<file path="config.mk">
export PLATFORM = sky130hd
export DESIGN_NAME = regfile_tmr_mp
export DESIGN_NICKNAME = d
export VERILOG_FILES = /design/src/rtl/regfile_tmr_mp.sv
export SDC_FILE = /design/constraint.sdc
export NUM_CORES = 2
export LEC_CHECK = 0
export ABC_AREA = 1
export BUFFER_PORTS_ARGS = -buffer_cell sky130_fd_sc_hd__buf_2
export CAP_MARGIN = 10
export CORE_ASPECT_RATIO = 1.4
export CORE_MARGIN = 2
export CORE_UTILIZATION = 35
export CTS_CLUSTER_DIAMETER = 40
export DETAILED_ROUTE_END_ITERATION = 7
export GPL_ROUTABILITY_DRIVEN = 0
export SLEW_MARGIN = 30
export SYNTH_ARGS = -nofsm -noshare
export SYNTH_HDL_FRONTEND = slang
export SYNTH_SLANG_ARGS = --single-unit
</file>
<file path="constraint.sdc">
create_clock -name clk -period 3.5 [get_ports clk]
set_input_delay 0.35 -clock clk [delete_from_list [all_inputs] [get_ports clk]]
set_output_delay 0.35 -clock clk [all_outputs]
set_load 0.01 [all_outputs]
</file>
<file path="src/rtl/regfile_tmr_mp.sv">
// Multi-read-port register file with bypass, hardwired x0 and optional TMR storage + scrubber.
// Define REGFILE_TMR_EN to build the triple-redundant storage and background scrubber.
module regfile_tmr_mp #(
   parameter int XLEN     = 32,
   parameter int NREGS    = 32,
   parameter int AW       = $clog2(NREGS),
   parameter int NRP      = 2,
   parameter int ZERO_REG = 1,
   parameter int BYPASS   = 1
) (
   input  logic                clk,
   input  logic                rst_in,
   input  logic                we,
   input  logic [AW-1:0]       wa,
   input  logic [XLEN-1:0]     wd,
   input  logic [NRP*AW-1:0]   ra,
   output logic [NRP*XLEN-1:0] rd,
   output logic                scrub_err,
   output logic [15:0]         err_cnt
);

   function automatic logic addr_ok(input logic [AW-1:0] a);
      return int'(a) < NREGS;
   endfunction

   function automatic logic addr_zero(input logic [AW-1:0] a);
      return (ZERO_REG != 0) && (a == '0);
   endfunction

   logic w_wr_ok;
   assign w_wr_ok = we && !rst_in && addr_ok(wa) && !addr_zero(wa);

   logic [XLEN-1:0] r_mem_a [NREGS];

`ifdef REGFILE_TMR_EN
   logic [XLEN-1:0] r_mem_b [NREGS];
   logic [XLEN-1:0] r_mem_c [NREGS];
   logic [AW-1:0]   r_scrub_ptr;
   logic            r_scrub_err;
   logic [15:0]     r_err_cnt;

   function automatic logic [XLEN-1:0] vote(input logic [XLEN-1:0] a, b, c);
      return (a & b) | (a & c) | (b & c);
   endfunction

   logic [XLEN-1:0] w_scrub_vote;
   logic            w_scrub_fix;
   logic [AW-1:0]   w_scrub_next;

   assign w_scrub_vote = vote(r_mem_a[r_scrub_ptr], r_mem_b[r_scrub_ptr], r_mem_c[r_scrub_ptr]);
   // A writeback to the address under scrub already refreshes all copies, so it pre-empts the repair.
   assign w_scrub_fix  = ((r_mem_a[r_scrub_ptr] != r_mem_b[r_scrub_ptr]) ||
                          (r_mem_a[r_scrub_ptr] != r_mem_c[r_scrub_ptr])) &&
                         !(w_wr_ok && (wa == r_scrub_ptr));
   assign w_scrub_next = (r_scrub_ptr == AW'(NREGS - 1)) ? AW'((ZERO_REG != 0) ? 1 : 0)
                                                         : r_scrub_ptr + 1'b1;

   // NOTE: the storage arrays are reset because x0..xN must read 0 after reset; this costs a
   // reset mux per bit and prevents mapping onto RAM macros, which is acceptable for a 32-entry file.
   // NOTE: sequential state uses non-blocking assignments so every reader sees pre-edge values.
   always_ff @(posedge clk) begin
      if (rst_in) begin
         for (int i = 0; i < NREGS; i++) begin
            r_mem_a[i] <= '0;
            r_mem_b[i] <= '0;
            r_mem_c[i] <= '0;
         end
         r_scrub_ptr <= '0;
         r_scrub_err <= 1'b0;
         r_err_cnt   <= '0;
      end else begin
         r_scrub_err <= 1'b0;
         if (w_scrub_fix) begin
            r_mem_a[r_scrub_ptr] <= w_scrub_vote;
            r_mem_b[r_scrub_ptr] <= w_scrub_vote;
            r_mem_c[r_scrub_ptr] <= w_scrub_vote;
            r_scrub_err          <= 1'b1;
            if (r_err_cnt != 16'hFFFF) r_err_cnt <= r_err_cnt + 16'd1;
         end
         if (w_wr_ok) begin
            r_mem_a[wa] <= wd;
            r_mem_b[wa] <= wd;
            r_mem_c[wa] <= wd;
         end
         r_scrub_ptr <= w_scrub_next;
      end
   end

   assign scrub_err = r_scrub_err;
   assign err_cnt   = r_err_cnt;
`else
   always_ff @(posedge clk) begin
      if (rst_in) begin
         for (int i = 0; i < NREGS; i++) r_mem_a[i] <= '0;
      end else if (w_wr_ok) begin
         r_mem_a[wa] <= wd;
      end
   end

   assign scrub_err = 1'b0;
   assign err_cnt   = '0;
`endif

   for (genvar p = 0; p < NRP; p++) begin : g_rd
      logic [AW-1:0]   w_ra;
      logic [XLEN-1:0] w_store;
      logic [XLEN-1:0] w_rd;

      assign w_ra = ra[p*AW +: AW];

      // NOTE: every branch of this always_comb starts from a default so no latch is inferred.
      always_comb begin
         w_store = '0;
         if (addr_ok(w_ra)) begin
`ifdef REGFILE_TMR_EN
            w_store = vote(r_mem_a[w_ra], r_mem_b[w_ra], r_mem_c[w_ra]);
`else
            w_store = r_mem_a[w_ra];
`endif
         end
      end

      always_comb begin
         w_rd = w_store;
         if (rst_in)                                      w_rd = '0;
         else if ((BYPASS != 0) && w_wr_ok && wa == w_ra) w_rd = wd;
         else if (!addr_ok(w_ra) || addr_zero(w_ra))      w_rd = '0;
      end

      assign rd[p*XLEN +: XLEN] = w_rd;
   end

endmodule

</file>
==> results.md <==
* Worst Hold Class: in -> reg
* Vias post-DR at 56,600
* Critical path peak fanout at 70
* Final hold slack at 0.152 ns
* Slew Viols, Final at 0
* Postcts setup bufs at 0
* Die area at 175,000 um2
* I/O Buffers at 113
* Rel. slew slack at 35.8%
* Via density at 5.55
* Fmax at 344 MHz
* Fillcell total at 17,100
* Synth Warn # at 0
* Max reg flops at 1,024
* Fin crit share at 83.0%
* PwrDens at 514 nW/um2
* Largest area contributor in the synthesized netlist: edfxtp_1
* Synth top area share at 51.1%
* Maximum level of the CTS H-tree at 4
* Min Tclk post-route at 2.91 ns
* Final Hold Fails at 0
* Setup Viol. Count Final at 0
* Commonest non-fill, non-tap cell in the layout: nand2_1
* Count of state elements after synthesis at 1,024
* Final Util at 40.1%
* Unrepaired setup endpoints after global routing: no
* EDFF count, synth at 1,024
* Clock buffer depth at 3
* Sequential-to-total area share from yosys stat at 51.1%
* Die W at 354 um
* Fin nets at 7,838
* Global Route Usage Sum at 25.9%
* Hold buffers post-CTS at 0
* Mean post-synth cell area at 7.60 um2
* DRC viols at 0
* Routed WL at 233,000 um
* MaxCap Viol Count at 0
* Total grt overflow at 0
* Setup TNS at 0 ns
* Clock-pin slew on the worst setup and hold paths at 0.06 ns
* Placeable Area at 171,000 um2
* ANT nets after route at 0
* Final WS setup at 0.594 ns
* Main synth FF type: edfxtp_1
* Area of the multi-input gates at 22,800 um2
* 1st-iter DRT viols at 8,280
* WL per Instance at 22.8 um
* Mapped Cells at 7,920
* Post_cts resized at 0
* Die Y-Extent at 495 um
* Synthesized area at 60,200 um2
* Startpoint types: input port
* Initial antenna violation count at 9
* FF/Latch Area at 30,700 um2
* Top post-synthesis cells by area: edfxtp_1 51%, nand3_1 16%, nand2_1 13%
* TritonCTS clock tree: built
* Place WS at 0.761 ns
* Largest regs: r_mem_a x1024
* Worst Setup End Kind: output pin
* Pleak at 30.9 nW
* CP arrival at 2.56 ns
* Top reg by flops: r_mem_a
* Starting Density at 35.1%
* Post-synth cell types at 28
* Num ports at 131
* Share of cells above drive strength 1 at 9.12%
* Largest net degree at the start of global routing at 124
* Worst-case vdd ir drop at 0.634 mV
* DP HPWL at 134,000 um
* Async set-reset flop share out of synthesis at 0%
* Area growth from synthesis to layout at 14.3%
* Vias in the first global route at 53,800
* Drt pass-1 iters at 6
* WP data required at 3.15 ns
* Worst Tran Pin Value at 0.957 ns
* First-pass GRT wire length at 340,000 um
* CTS sink cnt at 1,024
* Root buf cell: clkbuf_16
* CTS Buf Count at 160
* FP Rows at 180
* WS Path Type: in -> out
* Outcome: complete, no violations
* Commonest cells after routing, fill and taps aside: 1,959 x nand2_1, 1,921 x nand3_1, 1,024 x edfxtp_1
## path summary, 6_finish.rpt
kind / start / to / slack, ns / cells after the start
worst max-delay path: ra[6] / rd[35] / 0.59 / 10
worst min-delay path: wd[4] / r_mem_a[30][4]$_SDFFCE_PN0P_ / 0.15 / 3
## cells by family (layout without fill, tap and decap cells)
kind of cell | Yosys count | in the layout | share of synthesized area, %
AND/OR/NAND/NOR | 4988 | 4988 | 35.4
XOR/XNOR | 8 | 8 | 0.116
buffers and inverters | 1707 | 1658 | 11.5
other | 1 | 52 | 0.00623
flip-flops | 1024 | 1024 | 51.1
AO/OA/AOI/OAI | 192 | 192 | 1.86
## metrics by stage
| step | total power, W | instances | instance area (um2) |
|---|---|---|---|
| 4_1_cts | 0.0353 | 10200 | 68800 |
| 3_3_place_gp | 0.0189 | 9901 | 63300 |
| 3_5_place_dp | 0.0190 | 9901 | 63300 |
| 5_1_grt | 0.0364 | 10200 | 68800 |
| 2_1_floorplan | 0.0174 | 7968 | 60400 |
| 6_report | 0.0354 | 10200 | 68800 |
## cell type report
cell class / instances / area share [%]
antenna: 3 / 0.0109
clock buffer: 183 / 6.10
clock inverter: 110 / 1.88
inverter: 1029 / 5.68
multi-input combinational: 5237 / 33.2
sequential: 1024 / 44.7
tap: 2275 / 4.14
timing repair buffer: 336 / 4.27
## power breakdown
group,total (W),switching [W],internal (W)
registers,0.0144,0.000191,0.0142
clock network,0.0164,0.00611,0.0103
logic,0.00455,0.00332,0.00123
total,0.0354,0.00962,0.0257
## per-layer routing
layer / vias to the layer above / share of wire [%] / track usage (%)
met5: - / 0.019 / 0
met4: 6 / 6.1 / 14.7
met3: 845 / 12 / 5.83
met2: 3961 / 45 / 41.3
met1: 26600 / 37 / 32.3
li1: 25200 / - / -
## synthesized netlist by cell type (36+ instances only)
| master | number |
|---|---|
| clkbuf_1 | 282 |
| or2_2 | 36 |
| nand2_1 | 2015 |
| nand3_1 | 1923 |
| o211ai_1 | 64 |
| edfxtp_1 | 1024 |
| a21oi_1 | 64 |
| nor2_1 | 994 |
| buf_2 | 261 |
| o21ai_0 | 63 |
| buf_4 | 43 |
| inv_1 | 1022 |
| buf_1 | 85 |
## critical path, stage by stage
cell	delay, ns
buf_8	0.17
inv_8	0.46
buf_12	0.32
o211ai_1	0.14
nand3_1	0.11
nand3_1	0.10
nand3_1	0.19
nand3_1	0.20
a21oi_1	0.19
buf_2	0.15
No activity file was read; power rests on OpenSTA's default activity.
